===== src/rtl/clock_divider_multi.sv =====
// Multi-channel clock/tick generator with runtime-programmable, glitch-free divisors.
// Optional phase-align input enabled by defining CLKDIV_PHASE_ALIGN_EN.
module clock_divider_multi #(
    parameter int CHANNELS    = 4,
    parameter int WIDTH       = 8,
    parameter int CH_BITS     = 2,
    parameter int DEFAULT_DIV = 1
) (
    input  logic                clock,
    input  logic                reset_,
    input  logic                en,
    input  logic                cfg_we,
    input  logic [CH_BITS-1:0]  cfg_ch,
    input  logic [WIDTH-1:0]    cfg_div,
`ifdef CLKDIV_PHASE_ALIGN_EN
    input  logic                align,
`endif
    output logic [CHANNELS-1:0] clk_out,
    output logic [CHANNELS-1:0] tick,
    output logic [CHANNELS-1:0] pending
);

    localparam logic [WIDTH-1:0] DIV_RST = WIDTH'(DEFAULT_DIV);

    for (genvar i = 0; i < CHANNELS; i++) begin : g_ch
        logic [WIDTH-1:0] cnt;
        logic [WIDTH-1:0] active_div;
        logic [WIDTH-1:0] shadow_div;
        logic             clk_q;
        logic             tick_q;
        logic             pend_q;
        logic             wr;
        logic             toggle;

        assign wr     = cfg_we && (cfg_ch == CH_BITS'(i));
        assign toggle = en && (cnt == active_div);

        always_ff @(posedge clock) begin
            if (!reset_) begin
                cnt        <= '0;
                active_div <= DIV_RST;
                shadow_div <= DIV_RST;
                clk_q      <= 1'b0;
                tick_q     <= 1'b0;
                pend_q     <= 1'b0;
            end
`ifdef CLKDIV_PHASE_ALIGN_EN
            else if (align) begin
                cnt    <= '0;
                clk_q  <= 1'b0;
                tick_q <= 1'b0;
                if (pend_q)
                    active_div <= shadow_div;
                // A write in the align cycle is kept for the next toggle
                pend_q <= wr;
                if (wr)
                    shadow_div <= cfg_div;
            end
`endif
            else begin
                tick_q <= 1'b0;
                if (toggle) begin
                    cnt    <= '0;
                    clk_q  <= ~clk_q;
                    tick_q <= ~clk_q;
                    if (pend_q)
                        active_div <= shadow_div;
                end else if (en) begin
                    cnt <= cnt + 1'b1;
                end
                // Same-cycle write wins: old shadow applied, new one stays pending
                if (wr) begin
                    shadow_div <= cfg_div;
                    pend_q     <= 1'b1;
                end else if (toggle) begin
                    pend_q <= 1'b0;
                end
            end
        end

        assign clk_out[i] = clk_q;
        assign tick[i]    = tick_q;
        assign pending[i] = pend_q;
    end

endmodule


===== config.mk =====
export PLATFORM = sky130hd
export DESIGN_NAME = clock_divider_multi
export DESIGN_NICKNAME = d
export VERILOG_FILES = /design/src/rtl/clock_divider_multi.sv
export SDC_FILE = /design/constraint.sdc
export NUM_CORES = 1
export LEC_CHECK = 0
export ABC_CLOCK_PERIOD_IN_PS = 1900
export CAP_MARGIN = 10
export CORE_AREA = 2 2 103 105
export DETAILED_ROUTE_END_ITERATION = 7
export DIE_AREA = 0 0 105 107
export PLACE_DENSITY_LB_ADDON = 0.25
export SYNTH_ARGS = -nofsm -noshare
export SYNTH_HDL_FRONTEND = slang
export SYNTH_SLANG_ARGS = --single-unit

===== constraint.sdc =====
create_clock -name clock -period 1.9 [get_ports clock]
set_input_delay 0.38 -clock clock [delete_from_list [all_inputs] [get_ports clock]]
set_output_delay 0.38 -clock clock [all_outputs]
set_load 0.005 [all_outputs]

==> metrics <==
num rows 37; num ports 26; MaxCap Viol Count 0; post-CTS setup buffer count 0; n_diodes 0; kind of critical path flip-flop to flip-flop; Initial Util 44.4%; Clock Latency Late Sink 0.36 ns; Final Hold Fails 0; yosys warns 0; PortBufs 25; CP cell instances xnor2_1, nand3_1, or4_4, nor3_2, o21bai_1; CTS resizes 0; Leakage Power 2.18 nW; Die Span Y 107 microns; Max Slew Vio Count 0; Layout Area Growth over Synthesis 15.9%; hold buffer count at cts 0; Die Width 105 microns; asr flop ratio synth 0%; Worst-path clk slew 0.10 ns; Post-Place Cells 641; Residual DRC 0; Synth Register Bits 108; post-synthesis average cell area 9.32 sq um; vias per cell 4.91; Avg WL per Cell 13.2 microns; Max Clock Freq 580 MHz; maximum VDD drop 0.445 mV; vias in the first global route 3,158; CTS H-tree depth 3; router iterations before antenna repair 4; initial antenna violation count 0; Arrival @ worst endpoint 2.02 ns; worst-margin pin slew 0.454 ns; layout net count 534; Core Area 10,100 sq um; number of synthesized flops with an enable pin 0; CP startpoint kind flip-flop; sequential area share after synthesis 48.2%; Mapped Area 4480 sq um; Synth Net Count 499; CTS sink cnt 108; Tmin final 1.72 ns; routability congestion estimate 0.794; CTS root buffer clkbuf_8; Max stage delay on crit path 0.67 ns; Yosys cell types 39; CTS tree yes; Worst slew margin 69.5%; layout cell share with drive strength beyond 1 10.6%; hpwl dp 6280 microns; RSZ-0062 raised after global routing no; largest net degree at the start of global routing 41; CTS Buffer Depth 2; Worst Skew 0.0128 ns; crit-path max FO 11; Total Routing Usage GR 16.5%; Initial DRC Count 108; ys flop type dfxtp_1; PwrDens 800 nW/um^2; worst hold path type flip-flop to flip-flop; setup violators final 0; Critical Path RT 2.20 ns; synthesized instance count 481; status finished, final reports clean; Setup crit end kind flip-flop; global-route wire length before repair 14,900 microns; ANT nets after route 0; routed vias 3,228; CTS buffer count 9; Tcrit/Tclk final 90.7%; Post-Layout Cell Count 657; die area 11,200 sq um; Post-Place Setup Slack -0.139 ns; Detailed Route WL 8680 microns; CP max-delay cell or4_4; final worst-path setup slack 0.177 ns; GRT overflow 0
-- cells by family after synthesis --
family                     Yosys count  synth area share (%)
AOI/OAI and AO/OA                   36                  4.77
xor gates and xnor gates            60                  11.7
adders and majority gates            4                  1.12
buffers and inverters               37                  4.33
DFF                                108                  48.2
muxes                               44                  9.82
and+or+nand+nor                    192                  20.0
-- worst max-delay path: cells and delay by family (launching register included) --
family	cells	cell delay, ns
xor gates and xnor gates	1	0.14
AOI/OAI and AO/OA	1	0.12
and+or+nand+nor	3	1.01
DFF	1	0.39
-- stage by stage --
step	hold WS [ns]	util [%]	power (mW)	TNS (ns)	instance area (sq um)
CTS	0.461	51.5	4.20	0	5200
global placement	0.441	49.6	2.82	-4.02	5000
global route	0.478	51.5	4.33	0	5200
detailed placement	0.446	49.6	2.83	-5.86	5000
finish	0.462	51.5	4.16	0	5200
floorplan	0.435	-	2.67	0	4480
-- metal layers --
metal / up-vias / wire [microns] / GRT usage (%)
li1: 1663 / - / -
met1: 1510 / 4170 / 21.6
met2: 49 / 4120 / 27.0
met3: 6 / 311 / 3.28
met4: 0 / 75 / 6.00
met5: - / 0 / 0
-- area by class of cell --
| class | count | area, sq um |
|---|---|---|
| sequential | 108 | 2160 |
| multi-input combinational | 336 | 2130 |
| fill | 994 | 4900 |
| clock buffer | 11 | 131 |
| clock inverter | 5 | 60.1 |
| timing repair buffer | 53 | 510 |
| inverter | 8 | 30.0 |
| tap | 136 | 170 |
-- state kept, by name, summed over array words and instances, names as in the netlist --
register / flops
g_ch.clk_q: 4
g_ch.tick_q: 4
g_ch.pend_q: 4
g_ch.active_div: 32
g_ch.cnt: 32
g_ch.shadow_div: 32
-- power breakdown --
| group | switching (mW) | internal (mW) | total, mW |
|---|---|---|---|
| Sequential | 0.0523 | 2.32 | 2.38 |
| Clock | 0.761 | 0.619 | 1.38 |
| Combinational | 0.207 | 0.192 | 0.399 |
-- synth_stat cells (2+ instances only) --
library cell	number	area, sq um
and4_1	4	35.0
buf_2	2	10.0
o22ai_1	2	12.5
and3_1	3	18.8
a21oi_1	22	110
clkbuf_1	13	48.8
nand3_1	18	90.1
dfxtp_1	108	2160
nand2_1	56	210
ha_1	4	50.1
nor3_1	8	40.0
inv_1	8	30.0
nand4_1	10	62.6
xor2_1	34	298
xnor2_1	26	228
o21ai_1	7	35.0
nor2_1	78	293
mux2i_1	44	440
nand4_2	3	37.5
buf_4	12	90.1
-- worst paths after layout --
path / from / end / slack [ns] / cells past startpoint
setup / recovery: g_ch[1].cnt[6]$_SDFFE_PP0P_ / g_ch[1].clk_q$_SDFFE_PN0P_ / 0.18 / 5
hold / removal: g_ch[3].shadow_div[1]$_SDFFE_PN0P_ / g_ch[3].shadow_div[1]$_SDFFE_PN0P_ / 0.46 / 2
setup reg to reg: g_ch[1].cnt[6]$_SDFFE_PP0P_ / g_ch[1].clk_q$_SDFFE_PN0P_ / 0.18 / 5
hold reg to reg: g_ch[3].shadow_div[1]$_SDFFE_PN0P_ / g_ch[3].shadow_div[1]$_SDFFE_PN0P_ / 0.46 / 2
-- cells in the final DEF (no fill, tap or decap), drive strengths merged --
cell type and instances:
a21oi 22, and2 1, and3 3, and4 4, buf 28, bufinv 1
clkbuf 11, clkdlybuf4s50 25, clkinv 1, clkinvlp 1, dfxtp 108, ha 4
inv 10, mux2i 44, nand2 57, nand2b 1, nand3 18, nand3b 1
nand4 13, nor2 78, nor3 9, nor3b 1, nor4 2, o2111ai 1
o21ai 9, o21bai 1, o221ai 1, o22ai 2, or2 1, or2b 2
or4 1, xnor2 26, xor2 34
Note: power is estimated with default switching activity, not from simulation.
